File: src/rtl/ex_mem_if.sv
// +--------------------------------------------------------------------------+
// | ex_mem_if : EX-side and MEM-side handshake bus of the EX/MEM stage.        |
// | Optional EX_MEM_FWD_EN adds the fwd_* bypass signals.                      |
// | Rev 1.0                                                                    |
// +--------------------------------------------------------------------------+
`default_nettype none

interface ex_mem_if #(
  parameter int DATA_W     = 32,
  parameter int REG_ADDR_W = 5
);
  logic                  in_valid;
  logic                  in_ready;
  logic [DATA_W-1:0]     alu_out;
  logic                  alu_zero;
  logic [DATA_W-1:0]     store_data;
  logic [REG_ADDR_W-1:0] dest_reg;
  logic                  ctrl_mem_read;
  logic                  ctrl_mem_write;
  logic                  ctrl_reg_write;
  logic                  ctrl_mem_to_reg;
  logic                  ctrl_branch;
  logic [DATA_W-1:0]     branch_target;
  logic                  flush;
  logic                  out_valid;
  logic                  out_ready;
  logic [DATA_W-1:0]     out_alu_result;
  logic [DATA_W-1:0]     out_store_data;
  logic [REG_ADDR_W-1:0] out_dest_reg;
  logic                  out_mem_read;
  logic                  out_mem_write;
  logic                  out_reg_write;
  logic                  out_mem_to_reg;
  logic                  branch_taken;
  logic [DATA_W-1:0]     branch_pc;
`ifdef EX_MEM_FWD_EN
  logic                  fwd_en;
  logic [REG_ADDR_W-1:0] fwd_rd;
  logic [DATA_W-1:0]     fwd_data;
`endif

  // The stage itself
  modport slave (
`ifdef EX_MEM_FWD_EN
    output fwd_en, fwd_rd, fwd_data,
`endif
    input  in_valid, alu_out, alu_zero, store_data, dest_reg,
    input  ctrl_mem_read, ctrl_mem_write, ctrl_reg_write, ctrl_mem_to_reg,
    input  ctrl_branch, branch_target, flush, out_ready,
    output in_ready, out_valid, out_alu_result, out_store_data, out_dest_reg,
    output out_mem_read, out_mem_write, out_reg_write, out_mem_to_reg,
    output branch_taken, branch_pc
  );

  // The surrounding pipeline (EX producer, MEM consumer, fetch)
  modport master (
`ifdef EX_MEM_FWD_EN
    input  fwd_en, fwd_rd, fwd_data,
`endif
    output in_valid, alu_out, alu_zero, store_data, dest_reg,
    output ctrl_mem_read, ctrl_mem_write, ctrl_reg_write, ctrl_mem_to_reg,
    output ctrl_branch, branch_target, flush, out_ready,
    input  in_ready, out_valid, out_alu_result, out_store_data, out_dest_reg,
    input  out_mem_read, out_mem_write, out_reg_write, out_mem_to_reg,
    input  branch_taken, branch_pc
  );
endinterface

`default_nettype wire

File: src/rtl/ex_mem_stage.sv
// +--------------------------------------------------------------------------+
// | ex_mem_stage : EX/MEM register with 2-entry skid buffer and branch        |
// | redirect. Define EX_MEM_FWD_EN to enable the EX operand bypass outputs.   |
// | Rev 1.0                                                                   |
// +--------------------------------------------------------------------------+
`default_nettype none

module ex_mem_stage #(
  parameter int DATA_W     = 32,
  parameter int REG_ADDR_W = 5
) (
  input  wire      clk,
  input  wire      rst_n,
  ex_mem_if.slave  bus
);

  typedef enum logic [1:0] {
    EMPTY = 2'd0,
    ONE   = 2'd1,
    TWO   = 2'd2
  } state_t;

  typedef struct packed {
    logic [DATA_W-1:0]     alu_result;
    logic [DATA_W-1:0]     store_data;
    logic [REG_ADDR_W-1:0] dest_reg;
    logic                  mem_read;
    logic                  mem_write;
    logic                  reg_write;
    logic                  mem_to_reg;
  } entry_t;

  state_t            r_state;
  entry_t            r_main;
  entry_t            r_skid;
  logic              r_branch_taken;
  logic [DATA_W-1:0] r_branch_pc;

  entry_t w_in;
  logic   w_accept;
  logic   w_pop;
  logic   w_redirect;

  assign w_in = '{
    alu_result: bus.alu_out,
    store_data: bus.store_data,
    dest_reg:   bus.dest_reg,
    mem_read:   bus.ctrl_mem_read,
    mem_write:  bus.ctrl_mem_write,
    reg_write:  bus.ctrl_reg_write,
    mem_to_reg: bus.ctrl_mem_to_reg
  };

  assign bus.in_ready  = (r_state != TWO);
  assign bus.out_valid = (r_state != EMPTY);
  assign w_accept      = bus.in_valid & bus.in_ready;
  assign w_pop         = bus.out_valid & bus.out_ready;
  assign w_redirect    = w_accept & bus.ctrl_branch & bus.alu_zero & ~bus.flush;

  always_ff @(posedge clk or negedge rst_n) begin
    if (!rst_n) begin
      r_state        <= EMPTY;
      r_main         <= '0;
      r_skid         <= '0;
      r_branch_taken <= 1'b0;
      r_branch_pc    <= '0;
    end else begin
      // Redirect fires at acceptance, independent of MEM backpressure
      r_branch_taken <= w_redirect;
      if (w_redirect) begin
        r_branch_pc <= bus.branch_target;
      end

      if (bus.flush) begin
        r_state <= EMPTY;
      end else begin
        case (r_state)
          EMPTY: begin
            if (w_accept) begin
              r_main  <= w_in;
              r_state <= ONE;
            end
          end
          ONE: begin
            if (w_accept && !w_pop) begin
              r_skid  <= w_in;
              r_state <= TWO;
            end else if (w_pop && !w_accept) begin
              r_state <= EMPTY;
            end else if (w_accept && w_pop) begin
              r_main  <= w_in;
            end
          end
          TWO: begin
            if (w_pop) begin
              r_main  <= r_skid;
              r_state <= ONE;
            end
          end
          default: r_state <= EMPTY;
        endcase
      end
    end
  end

  assign bus.out_alu_result = r_main.alu_result;
  assign bus.out_store_data = r_main.store_data;
  assign bus.out_dest_reg   = r_main.dest_reg;
  assign bus.out_mem_read   = r_main.mem_read;
  assign bus.out_mem_write  = r_main.mem_write;
  assign bus.out_reg_write  = r_main.reg_write;
  assign bus.out_mem_to_reg = r_main.mem_to_reg;
  assign bus.branch_taken   = r_branch_taken;
  assign bus.branch_pc      = r_branch_pc;

`ifdef EX_MEM_FWD_EN
  // Loads are excluded: their value is not known until after MEM
  assign bus.fwd_en   = bus.out_valid & r_main.reg_write & ~r_main.mem_read &
                        (r_main.dest_reg != '0);
  assign bus.fwd_rd   = r_main.dest_reg;
  assign bus.fwd_data = r_main.alu_result;
`endif

endmodule

`default_nettype wire

File: src/flat_wrapper.sv
// flat-port wrapper written by rule: the top's interface ports become plain ports
module ex_mem_stage_flat 
#(
  parameter int DATA_W     = 32,
  parameter int REG_ADDR_W = 5
)
  (clk, rst_n, bus_in_valid, bus_alu_out, bus_alu_zero, bus_store_data, bus_dest_reg, bus_ctrl_mem_read, bus_ctrl_mem_write, bus_ctrl_reg_write, bus_ctrl_mem_to_reg, bus_ctrl_branch, bus_branch_target, bus_flush, bus_out_ready, bus_in_ready, bus_out_valid, bus_out_alu_result, bus_out_store_data, bus_out_dest_reg, bus_out_mem_read, bus_out_mem_write, bus_out_reg_write, bus_out_mem_to_reg, bus_branch_taken, bus_branch_pc);
  ex_mem_if #(.DATA_W(DATA_W), .REG_ADDR_W(REG_ADDR_W)) bus_i ();
  input  wire clk;
  input  wire rst_n;
  input wire logic [$bits(bus_i.in_valid)-1:0] bus_in_valid;
  input wire logic [$bits(bus_i.alu_out)-1:0] bus_alu_out;
  input wire logic [$bits(bus_i.alu_zero)-1:0] bus_alu_zero;
  input wire logic [$bits(bus_i.store_data)-1:0] bus_store_data;
  input wire logic [$bits(bus_i.dest_reg)-1:0] bus_dest_reg;
  input wire logic [$bits(bus_i.ctrl_mem_read)-1:0] bus_ctrl_mem_read;
  input wire logic [$bits(bus_i.ctrl_mem_write)-1:0] bus_ctrl_mem_write;
  input wire logic [$bits(bus_i.ctrl_reg_write)-1:0] bus_ctrl_reg_write;
  input wire logic [$bits(bus_i.ctrl_mem_to_reg)-1:0] bus_ctrl_mem_to_reg;
  input wire logic [$bits(bus_i.ctrl_branch)-1:0] bus_ctrl_branch;
  input wire logic [$bits(bus_i.branch_target)-1:0] bus_branch_target;
  input wire logic [$bits(bus_i.flush)-1:0] bus_flush;
  input wire logic [$bits(bus_i.out_ready)-1:0] bus_out_ready;
  output wire logic [$bits(bus_i.in_ready)-1:0] bus_in_ready;
  output wire logic [$bits(bus_i.out_valid)-1:0] bus_out_valid;
  output wire logic [$bits(bus_i.out_alu_result)-1:0] bus_out_alu_result;
  output wire logic [$bits(bus_i.out_store_data)-1:0] bus_out_store_data;
  output wire logic [$bits(bus_i.out_dest_reg)-1:0] bus_out_dest_reg;
  output wire logic [$bits(bus_i.out_mem_read)-1:0] bus_out_mem_read;
  output wire logic [$bits(bus_i.out_mem_write)-1:0] bus_out_mem_write;
  output wire logic [$bits(bus_i.out_reg_write)-1:0] bus_out_reg_write;
  output wire logic [$bits(bus_i.out_mem_to_reg)-1:0] bus_out_mem_to_reg;
  output wire logic [$bits(bus_i.branch_taken)-1:0] bus_branch_taken;
  output wire logic [$bits(bus_i.branch_pc)-1:0] bus_branch_pc;
  assign bus_i.in_valid = bus_in_valid;
  assign bus_i.alu_out = bus_alu_out;
  assign bus_i.alu_zero = bus_alu_zero;
  assign bus_i.store_data = bus_store_data;
  assign bus_i.dest_reg = bus_dest_reg;
  assign bus_i.ctrl_mem_read = bus_ctrl_mem_read;
  assign bus_i.ctrl_mem_write = bus_ctrl_mem_write;
  assign bus_i.ctrl_reg_write = bus_ctrl_reg_write;
  assign bus_i.ctrl_mem_to_reg = bus_ctrl_mem_to_reg;
  assign bus_i.ctrl_branch = bus_ctrl_branch;
  assign bus_i.branch_target = bus_branch_target;
  assign bus_i.flush = bus_flush;
  assign bus_i.out_ready = bus_out_ready;
  assign bus_in_ready = bus_i.in_ready;
  assign bus_out_valid = bus_i.out_valid;
  assign bus_out_alu_result = bus_i.out_alu_result;
  assign bus_out_store_data = bus_i.out_store_data;
  assign bus_out_dest_reg = bus_i.out_dest_reg;
  assign bus_out_mem_read = bus_i.out_mem_read;
  assign bus_out_mem_write = bus_i.out_mem_write;
  assign bus_out_reg_write = bus_i.out_reg_write;
  assign bus_out_mem_to_reg = bus_i.out_mem_to_reg;
  assign bus_branch_taken = bus_i.branch_taken;
  assign bus_branch_pc = bus_i.branch_pc;
  ex_mem_stage #(.DATA_W(DATA_W), .REG_ADDR_W(REG_ADDR_W)) u_core (.clk(clk), .rst_n(rst_n), .bus(bus_i));
endmodule
File: config.mk
export PLATFORM = sky130hd
export DESIGN_NAME = ex_mem_stage_flat
export DESIGN_NICKNAME = d
export VERILOG_FILES = /design/src/rtl/ex_mem_if.sv /design/src/rtl/ex_mem_stage.sv /design/src/flat_wrapper.sv
export SDC_FILE = /design/constraint.sdc
export NUM_CORES = 1
export LEC_CHECK = 0
export ABC_CLOCK_PERIOD_IN_PS = 3800
export CAP_MARGIN = 40
export CORE_MARGIN = 5
export CORE_UTILIZATION = 31
export CTS_BUF_LIST = sky130_fd_sc_hd__clkbuf_8
export CTS_CLUSTER_DIAMETER = 50
export DETAILED_ROUTE_END_ITERATION = 10
export SLEW_MARGIN = 20
export SYNTH_ARGS = -nofsm -noshare
export SYNTH_HDL_FRONTEND = slang
export SYNTH_SLANG_ARGS = --single-unit
File: constraint.sdc
create_clock -name clk -period 3.8 [get_ports clk]
set_clock_uncertainty 0.15 [all_clocks]
set_input_delay 0.76 -clock clk [delete_from_list [all_inputs] [get_ports clk]]
set_output_delay 0.76 -clock clk [all_outputs]
set_load 0.02 [all_outputs]
==> out/results.env <==
PATH_MAX_FANOUT=15
HTREE_NUM_LEVELS=4
SYNTH_NETS=588
FMAXACHIEVABLE_MHz=332.3
MIN-DELAY-PATH-CLASS='input port to asynchronous set/reset pin'
START_UTIL_PCT=31.13
POST-LAYOUT-TOTAL-POWER_W=0.005637
SHARE_CLK_OF_TOTAL_POWER_PCT=24.8
P_INT_W=0.004015
TIMING.SLEW.HEADROOM_PCT=60.69
STARTPOINT_TYPE='flip-flop'
SEQPWRFRAC_PCT=46.5
CRIT_ARRIVAL_PS=2100
GLOBALPLACE.CONGESTION=0.7559
CTS-ROOT-TO-SINK-BUFFERS=2
POWER_DENSITY_nW_PER_UM2=524.7
HOLD_SLACK_PS=132.0
CRITICAL_PATH.SLOWEST_CELL='clkdlybuf4s50_1'
SYN_AREA_PER_CELL_UM2=16.33
ROUTE.VIAS.TOTAL=4582
POST_ROUTE_WL_MM=17.38
DRC_VIOLATION_TOTAL_AFTER_THE_FIRST_TRITONROUTE_ITERATION=148
FINAL_NETS=808
POWER.STATIC_LEAKAGE_nW=4.451
CLOCK_SINKS=181
CTS.REPAIR.RESIZED=0
FLOORPLAN.CORE_AREA_UM2=24960
NUMCTSBUFFERS=17
TIMING_WORST_SLEW_PIN_VALUE_PS=589.6
SYNTH_TOP_AREA_CELL='dfrtp_1'
CAP_VIOLATIONS=0
CRIT_PATH_END_KIND='primary output'
HOLDBUFCOUNTCTS=0
AREA_TAKEN_BY_MULTI_INPUT_LOGIC_GATES_UM2=3087
PLACE_WS_PS=805.9
ROUTED_VIA_DENSITY=4.414
SYNTHTOLAYOUTAREAGROWTH_PCT=38.24
SYN_INST_COUNT=476
CLK_ROOT_BUFFER_CELL='clkbuf_8'
LAYOUTNONFILLERINSTCOUNT=1038
RSZ0062_AT_GRT='no'
HOLD_VIOLATIONS=0
SWITCHING_SHARE_PCT=28.78
WORST-SETUP-PATH-TYPE='flip-flop to primary output'
GRT_USE_TOTAL_PCT=12.38
SYNTH_SEQ_AREA_SHARE_PCT=58.28
GRT_MAX_DEGREE=88
INSERTION_DELAY_PS=440
POST_ROUTE_MINIMUM_PERIOD_PS=3009
CRITICAL_PATH.CELL_CHAIN='nor2b_4 > inv_1 > clkdlybuf4s50_1'
CRITICAL-PATH-MAX-STAGE-DELAY_PS=570
DESIGN.DIE.AREA_UM2=28340
SETUP_VIOL=0
POST-ROUTE-PERIOD-UTIL_PCT=79.19
POWER_FRAC_COMB_PCT=28.7
GRT_PASS1_VIAS=5173
REPORT.FINAL.SLEW_VIOL_COUNT=0
FILL_CELLS=2256
NUMBER_OF_OPTIMIZATION_ITERATIONS_IN_THE_FIRST_DETAILED_ROUTE_PASS=4
MAX_FLOP_REGISTER='u_core.r_skid'
POST_CTS_BUFFERS=0
POSTLAYOUTSETUPSLACKWORST_PS=790.7
SYNTH-WARNING-COUNT=0
DPL.CELL_COUNT=1007
SYNTH_TOP_AREA_SHARE_PCT=58.28
CLKSLEWWORSTSETUPHOLDPATHS_PS=100
PLACE_HPWL_MM=12.07
GRT_PASS1_WL_MM=28.26
ANTENNA_FOUND_INITIAL=0
SYNTH.FF_LATCH_COUNT=181
CORE.ROWCOUNT=58
LARGEST_REGISTER_FFS=73
CTS_TREE='done'
POWER.IR.VDD_WORST_mV=0.1852
PORT-BUFFER-COUNT=219
CP.REQUIRED_PS=2890
TNS_PS=0
NUMBER_OF_NETS_WITH_ANTENNA_VIOLATIONS_AFTER_ROUTING=0
STATUS='complete, no violations'
LAYOUT-DRIVE-GT1-SHARE_PCT=41.81
FP.DIEH_UM=168.3
NETLIST_AREA_UM2=7771
DIE_WIDTH_UM=168.3
SYNTH.DISTINCT_CELLS=24
ROUTED_WIRE_LENGTH_PER_INSTANCE_UM=16.75
NUM_IO_PINS=220
DRC=0
GRT_REMAINING_OVERFLOW=0
FINAL-SEQ-AREA_UM2=4529
SYNTH.TOP_CELLS.BY_AREA='dfrtp_1, mux2_2, mux2_4, buf_2, buf_6'
TOTAL_SWITCHING_POWER_W=0.001622
NUM_ANTENNA_CELLS=0
[cell families after synthesis]
kind of cell | share of synthesized area, %
compound gates | 0.5313
mux | 37.95
buf+inv | 2.254
simple gates | 0.9822
flops | 58.28
[per-stage QoR]
stage               utilization [%]  area [um^2]
global route                  43.03        10740
floorplan                         -         7771
global placement              41.35        10320
detailed placement            41.35        10320
CTS                           43.03        10740
finish                        43.03        10740
[synth_stat cells]
library cell and number:
a21oi_1 2, and2b_1 1, buf_2 16, buf_6 7, clkbuf_1 2, clkbuf_2 1
dfrtp_1 181, inv_1 1, mux2_1 1, mux2_2 220, mux2_4 30, mux2i_1 1
nand2_1 1, nand3_1 1, nand4b_1 1, nand4bb_1 1, nor2_1 2, nor2_2 1
nor2b_1 1, nor3_1 1, o21ba_2 1, o31ai_4 1, or2_2 1, or3b_2 1
[critical path: cells and delay by family, from the launching register on]
kind | cells | cell delay (ps)
buf+inv | 2 | 690
flops | 1 | 510
simple gates | 1 | 450
[final timing paths]
check / start / to / slack (ps) / cells after the start
min reg2reg: u_core.bus.out_alu_result[23]$_DFFE_PN0P_ / u_core.bus.out_alu_result[23]$_DFFE_PN0P_ / 350 / 1
max in group asynchronous: rst_n / u_core.bus.out_store_data[18]$_DFFE_PN0P_ / 2470 / 2
min in group clk: u_core.bus.out_alu_result[23]$_DFFE_PN0P_ / u_core.bus.out_alu_result[23]$_DFFE_PN0P_ / 350 / 1
max: u_core.r_state[0]$_DFFE_PN0P_ / bus_in_ready / 790 / 3
min: rst_n / u_core.bus.out_alu_result[9]$_DFFE_PN0P_ / 130 / 1
max reg2reg: u_core.r_state[0]$_DFFE_PN0P_ / u_core.bus.out_alu_result[23]$_DFFE_PN0P_ / 1420 / 4
[cell usage in the layout, fill, tap and decap left out, types with 3 or more instances in the layout]
cell / n
clkdlybuf4s50_1: 218
inv_6: 3
mux2_2: 220
bufinv_16: 3
clkinvlp_4: 3
clkbuf_8: 18
dfrtp_1: 181
buf_4: 5
buf_12: 3
mux2_4: 30
[per-layer routing]
| layer | wire, um | up-vias | GRT usage (%) |
|---|---|---|---|
| met4 | 144 | 0 | 2.929 |
| met5 | 0 | - | 0 |
| met3 | 1048 | 11 | 3.827 |
| met1 | 7959 | 2293 | 16.32 |
| met2 | 8230 | 132 | 20.09 |
| li1 | - | 2146 | - |
[power by group through the flow]
stage | clock network (W) | logic [W] | registers (W)
finish | 0.00140 | 0.00162 | 0.00262
global route | 0.00154 | 0.00173 | 0.00268
CTS | 0.00146 | 0.00165 | 0.00263
detailed placement | 0 | 0.00165 | 0.00266
global placement | 0 | 0.00162 | 0.00264
floorplan | 0 | 0.000580 | 0.00291
[layout make-up]
class | count | share of cell area, %
Clock inverter | 13 | 1.596
Multi-Input combinational cell | 268 | 28.73
Inverter | 1 | 0.03494
Tap cell | 330 | 3.843
Timing Repair Buffer | 227 | 21.33
Sequential cell | 181 | 42.16
Clock buffer | 18 | 2.306
No activity file was read; power rests on OpenSTA's default activity.
